$ cat src/rtl/timer_disp_pkg.sv
// Shared definitions for the timer display path: conversion FSM states,
// active-low seven-segment patterns {g,f,e,d,c,b,a} and the digit lookup.
package timer_disp_pkg;

   typedef enum logic [1:0] {
      IDLE  = 2'd0,
      SHIFT = 2'd1,
      DONE  = 2'd2
   } conv_state_t;

   localparam logic [6:0] SEG_0     = 7'b1000000;
   localparam logic [6:0] SEG_1     = 7'b1111001;
   localparam logic [6:0] SEG_2     = 7'b0100100;
   localparam logic [6:0] SEG_3     = 7'b0110000;
   localparam logic [6:0] SEG_4     = 7'b0011001;
   localparam logic [6:0] SEG_5     = 7'b0010010;
   localparam logic [6:0] SEG_6     = 7'b0000010;
   localparam logic [6:0] SEG_7     = 7'b1111000;
   localparam logic [6:0] SEG_8     = 7'b0000000;
   localparam logic [6:0] SEG_9     = 7'b0010000;
   localparam logic [6:0] SEG_DASH  = 7'b0111111;
   localparam logic [6:0] SEG_BLANK = 7'b1111111;

   // Non-decimal nibbles never reach the display; a dash makes them obvious.
   function automatic logic [6:0] digit_to_seg(input logic [3:0] d);
      logic [6:0] s;
      case (d)
         4'd0:    s = SEG_0;
         4'd1:    s = SEG_1;
         4'd2:    s = SEG_2;
         4'd3:    s = SEG_3;
         4'd4:    s = SEG_4;
         4'd5:    s = SEG_5;
         4'd6:    s = SEG_6;
         4'd7:    s = SEG_7;
         4'd8:    s = SEG_8;
         4'd9:    s = SEG_9;
         default: s = SEG_DASH;
      endcase
      return s;
   endfunction

endpackage

$ cat src/rtl/bin2bcd_seq.sv
// Sequential shift-add-3 binary to BCD converter. A new conversion starts
// whenever count differs from the last captured value; changes during a
// conversion are picked up on the next IDLE cycle.
//
// Handshake: busy rises the edge count is captured and falls the edge the
// tens/ones/ovf registers are written; those outputs are stable while busy=0.
module bin2bcd_seq (
   input  logic       clk,
   input  logic       reset,
   input  logic [7:0] count,
   output logic       busy,
   output logic [3:0] tens,
   output logic [3:0] ones,
   output logic       ovf
);
   import timer_disp_pkg::*;

   conv_state_t state, state_nxt;
   logic [7:0]  last;
   logic [7:0]  bin_sr;
   logic [9:0]  bcd;      // {hundreds[1:0], tens[3:0], ones[3:0]}
   logic [9:0]  bcd_adj;
   logic [3:0]  iter;
   logic        load, step, commit;

   // State register.
   always_ff @(posedge clk or negedge reset) begin
      if (!reset) state <= IDLE;
      else        state <= state_nxt;
   end

   // Next-state logic: eight shift iterations, then one commit cycle.
   always_comb begin
      state_nxt = state;
      case (state)
         IDLE:    if (count != last) state_nxt = SHIFT;
         SHIFT:   if (iter == 4'd7)  state_nxt = DONE;
         DONE:    state_nxt = IDLE;
         default: state_nxt = IDLE;
      endcase
   end

   // Datapath strobes decoded from the current state.
   always_comb begin
      load   = (state == IDLE) && (count != last);
      step   = (state == SHIFT);
      commit = (state == DONE);
   end

   // Add-3 correction on tens and ones; hundreds never exceeds 2 so needs none.
   always_comb begin
      bcd_adj = bcd;
      if (bcd[3:0] >= 4'd5) bcd_adj[3:0] = bcd[3:0] + 4'd3;
      if (bcd[7:4] >= 4'd5) bcd_adj[7:4] = bcd[7:4] + 4'd3;
   end

   // Conversion datapath and registered results.
   always_ff @(posedge clk or negedge reset) begin
      if (!reset) begin
         last   <= 8'd0;
         bin_sr <= 8'd0;
         bcd    <= 10'd0;
         iter   <= 4'd0;
         busy   <= 1'b0;
         tens   <= 4'd0;
         ones   <= 4'd0;
         ovf    <= 1'b0;
      end else begin
         if (load) begin
            last   <= count;
            bin_sr <= count;
            bcd    <= 10'd0;
            iter   <= 4'd0;
            busy   <= 1'b1;
         end
         if (step) begin
            {bcd, bin_sr} <= {bcd_adj[8:0], bin_sr, 1'b0};
            iter          <= iter + 4'd1;
         end
         if (commit) begin
            tens <= bcd[7:4];
            ones <= bcd[3:0];
            ovf  <= (bcd[9:8] != 2'd0) || (bcd[7:4] > 4'd9);
            busy <= 1'b0;
         end
      end
   end

endmodule

$ cat src/rtl/seg7_mux_99.sv
// Two-digit multiplexed common-anode display driver for the 0..99 timer.
// Converts count to BCD and scans tens/ones onto one segment bus, each digit
// lit for REFRESH_DIV cycles. Values above 99 show "--".
// Build option: SEG7_BLANK_LEADING_ZERO_EN blanks a zero tens digit.
module seg7_mux_99 #(
   parameter int REFRESH_DIV = 50000
) (
   input  logic       clk,
   input  logic       reset,
   input  logic [7:0] count,
   output logic [6:0] seg,
   output logic [1:0] an,
   output logic       busy
);
   import timer_disp_pkg::*;

   localparam int PW = (REFRESH_DIV > 2) ? $clog2(REFRESH_DIV) : 1;
   localparam logic [PW-1:0] PRESC_MAX = PW'(REFRESH_DIV - 1);

   logic [3:0]    tens, ones;
   logic          ovf;
   logic [PW-1:0] presc;
   logic          sel, sel_nxt, wrap;
   logic [6:0]    tens_seg, ones_seg, seg_nxt;
   logic [1:0]    an_nxt;

   bin2bcd_seq u_conv (
      .clk   (clk),
      .reset (reset),
      .count (count),
      .busy  (busy),
      .tens  (tens),
      .ones  (ones),
      .ovf   (ovf)
   );

   // Refresh prescaler; the wrap cycle advances the scan.
   always_ff @(posedge clk or negedge reset) begin
      if (!reset)    presc <= '0;
      else if (wrap) presc <= '0;
      else           presc <= presc + 1'b1;
   end

   // Digit patterns, with dash on overflow and optional leading-zero blank.
   always_comb begin
      ones_seg = ovf ? SEG_DASH : digit_to_seg(ones);
      tens_seg = ovf ? SEG_DASH : digit_to_seg(tens);
`ifdef SEG7_BLANK_LEADING_ZERO_EN
      if (!ovf && (tens == 4'd0)) tens_seg = SEG_BLANK;
`endif
   end

   // Next select, anode and segment values; seg follows the next select so
   // the anode and its pattern switch on the same edge.
   always_comb begin
      wrap    = (presc == PRESC_MAX);
      sel_nxt = wrap ? ~sel : sel;
      an_nxt  = ~(2'b01 << sel_nxt);
      seg_nxt = sel_nxt ? tens_seg : ones_seg;
   end

   // Scan select and registered display outputs.
   always_ff @(posedge clk or negedge reset) begin
      if (!reset) begin
         sel <= 1'b0;
         an  <= 2'b10;
         seg <= SEG_0;
      end else begin
         sel <= sel_nxt;
         an  <= an_nxt;
         seg <= seg_nxt;
      end
   end

endmodule

$ cat config.mk
export PLATFORM = sky130hd
export DESIGN_NAME = seg7_mux_99
export DESIGN_NICKNAME = d
export VERILOG_FILES = /design/src/rtl/timer_disp_pkg.sv /design/src/rtl/bin2bcd_seq.sv /design/src/rtl/seg7_mux_99.sv
export SDC_FILE = /design/constraint.sdc
export NUM_CORES = 1
export LEC_CHECK = 0
export ABC_AREA = 1
export CAP_MARGIN = 40
export CORE_UTILIZATION = 35
export DETAILED_ROUTE_END_ITERATION = 10
export SETUP_SLACK_MARGIN = 0.3
export SYNTH_ARGS = -nofsm -noshare
export SYNTH_HDL_FRONTEND = slang
export SYNTH_HIERARCHICAL = 1
export SYNTH_SLANG_ARGS = --single-unit
export TNS_END_PERCENT = 50
$ cat constraint.sdc
create_clock -name clk -period 2.1 [get_ports clk]
set_clock_uncertainty 0.2 [all_clocks]
set_input_delay 0.63 -clock clk [delete_from_list [all_inputs] [get_ports clk]]
set_output_delay 0.63 -clock clk [all_outputs]
set_load 0.01 [all_outputs]
==> reports/results.ini <==
[floorplan]
initial_core_util_pct = 36.7
io-pin-count = 20
core_um2 = 9950
rows = 36
die_x_um = 104
die_area_um2 = 10800
die_y_um = 104

[synthesis]
synth_area_leaders = dfrtp_1 (45%), nand2_1 (14%), nand3_1 (7.7%)
seq_area_frac_synth_pct = 46.0
synthAdderAreaFrac_pct = 5.49
synth_flop_cell = dfrtp_1
synth_nets = 492
ys_ff_latch = 67
yosysTopAreaCellShare_pct = 44.6
muxShareOfSynthArea_pct = 0
async_flop_share_pct = 100
avgSynthCellArea_um2 = 7.83
synth_commonest_cells = nand2_1 (132), dfrtp_1 (65), nand3_1 (56)
yosysWarningCount = 6
synth_top_family_by_area = simple AND/OR/NAND/NOR gates
synth_compound_area_share_pct = 8.61
syn_area_um2 = 3650
syn_inst = 466
synth-simple-area-share_pct = 30.1
synth.distinct_cells = 31
yosysMostFrequentCell = nand2_1
synth_top_area_cell = dfrtp_1
synth_edf_count = 0
synth_xor_area_share_pct = 2.88

[grt]
track_usage_pct = 13.9
grt_pass1_vias = 2826
grt_pass1_wl_um = 12400
antenna_found_initial = 0
grt_start_max_net_pins = 31
grt_overflow = 0

[drt]
avgRoutedWirePerCell_um = 11.2
wirelength_um = 7240
dr.pass1.iters = 5
ant_nets = 0
dr.first_iter.drc_count = 119
via_per_inst = 4.68
drc = 0
via_count = 3025

[worst_setup_path]
crit_path_top_delay_cell = dfstp_2
cp.required_ps = 1270
critPathCaptureType = output pin
slowest_delay_ps = 510
arrival_ps = 970
cp_cell_sequence = buf_2
crit_type = flop to output pin
crit_buf_inv = 1
cp_max_fo = 1
critPathLaunchType = flop
crit_family = flip-flops

[sta]
hold_violations = 0
min_period_ps = 1800
slew_headroom_pct = 67.4
drv_slew = 0
setup_tns_ps = 0
period_share_pct = 85.5
setup_violations = 0
grt_setup_unrepaired = yes
fmax_mhz = 557
worst_pin_slew_ps = 488

[power_and_ir_drop]
power_frac_seq_pct = 36.3
p_sw_mw = 2.11
internal_power_mw = 3.57
power.total_mw = 5.68
power.density_nw_per_um2 = 1270
p_comb_share_pct = 40.2
p_leak_nw = 2.22
sw_frac_of_total_pct = 37.1
pwr-share-clk_pct = 23.5
peakVddDrop_v = 0.000570

[clock_tree]
cts_buffers = 9
cts.sinks = 67
clockBufferDepth = 2
root_buffer = clkbuf_8
cts_htree_levels = 3
cts_tree = built
insertion_delay_ps = 350
path_clk_slew_ps = 70

[final_layout]
finish.utilization_pct = 45.1
nets = 534
layout-drive-gt1-share_pct = 15.4
areaGrowthSynthToFinish_pct = 23.0
n_antenna_cell = 0

[flow_run]
drv_cap = 0

[placement]
gp_congestion = 0.775
port_buffers = 19
hpwl_um = 5030

[run_status]
status = finished, final reports clean

[hold_path]
hold_path_class = flop to flop

==> state kept, by name, indices dropped and copies added, names as in the netlist <==
signal	flops
seg	7
an	2
presc	16
u_conv/last	8
u_conv/bin_sr	8
u_conv/state	2
u_conv/iter	4
u_conv/bcd	10
u_conv/ovf	1
u_conv/busy	1
u_conv/ones	4
u_conv/tens	4
==> per-layer routing <==
metal	GRT usage [%]	share of wire, %
met1	17.5	46
met2	23.6	49
met5	0	0
met3	3.57	3.5
met4	3.98	1.1
==> layout by cell type (no fill, tap or decap), types with 2 or more instances in the layout <==
master	synthesis	routed
clkbuf_8	0	10
or2_2	4	4
dfrtp_1	65	64
clkinv_4	0	2
o21ai_1	3	5
clkdlybuf4s15_1	0	10
nand2_4	3	3
clkbuf_16	0	3
inv_1	42	42
xnor2_1	6	6
buf_2	2	4
nand2_2	4	5
nor2_2	7	10
nand3_1	56	54
nor2_1	35	32
inv_2	6	6
nand3_2	2	4
nor3_1	3	3
xor2_1	6	6
bufinv_16	0	3
o211ai_1	2	2
dlygate4sd2_1	0	4
buf_12	0	4
ha_1	16	16
nand2_1	132	131
o21ai_0	35	33
dfstp_2	2	2
buf_4	4	14
a21oi_1	20	20
==> cell families after synthesis <==
group                    Yosys count
AND/OR/NAND/NOR                  250
flip-flops                        67
AO/OA/AOI/OAI                     61
buffers and inverters             60
adder cells (fa/ha/maj)           16
XOR/XNOR                          12
==> area by class of cell <==
type                       instances  area, µm²
clock buffer                      10        138
clock inverter                     6        113
fill                             974       5470
inverter                          49        184
multi-input combinational        339       1740
sequential                        67       1680
tap                              133        166
timing repair buffer              42        469
==> worst paths after layout <==
kind	cells after the start	end	from	slack [ps]
min in group asynchronous	2	presc[9]	reset	470
hold reg to reg	1	presc[0]	presc[0]	260
setup reg to reg	6	seg[2]	presc[0]	460
setup / recovery	1	an[1]	an[1]	300
hold / removal	1	presc[0]	presc[0]	260
max in group asynchronous	3	seg[6]	reset	700
==> timing repair <==
action / CTS / global route
gates cloned: 1 / 3
endpoints found under the setup margin: 42 / 39
pin swaps: 4 / 11
hold buffers: 1 / 0
setup buffers: 3 / 3
endpoints found under the hold margin: 7 / 0
resized for setup: 39 / 11
==> power groups by stage <==
stage	clock network (mW)	logic, mW	registers (mW)
finish	1.33	2.28	2.06
global route	1.41	2.65	2.13
CTS	1.37	2.16	2.06
detailed placement	0	2.08	2.08
global placement	0	2.03	2.07
floorplan	0	1.51	2.04
==> through the flow <==
step	std cells	setup WS [ps]	hold WS, ps	cell area (µm²)
6_report	646	304	260	4490
5_1_grt	646	268	323	4490
4_1_cts	640	283	264	4370
3_5_place_dp	619	-168	254	4060
3_3_place_gp	619	-141	247	4060
2_1_floorplan	466	440	134	3650
No activity file was read; power rests on OpenSTA's default activity.
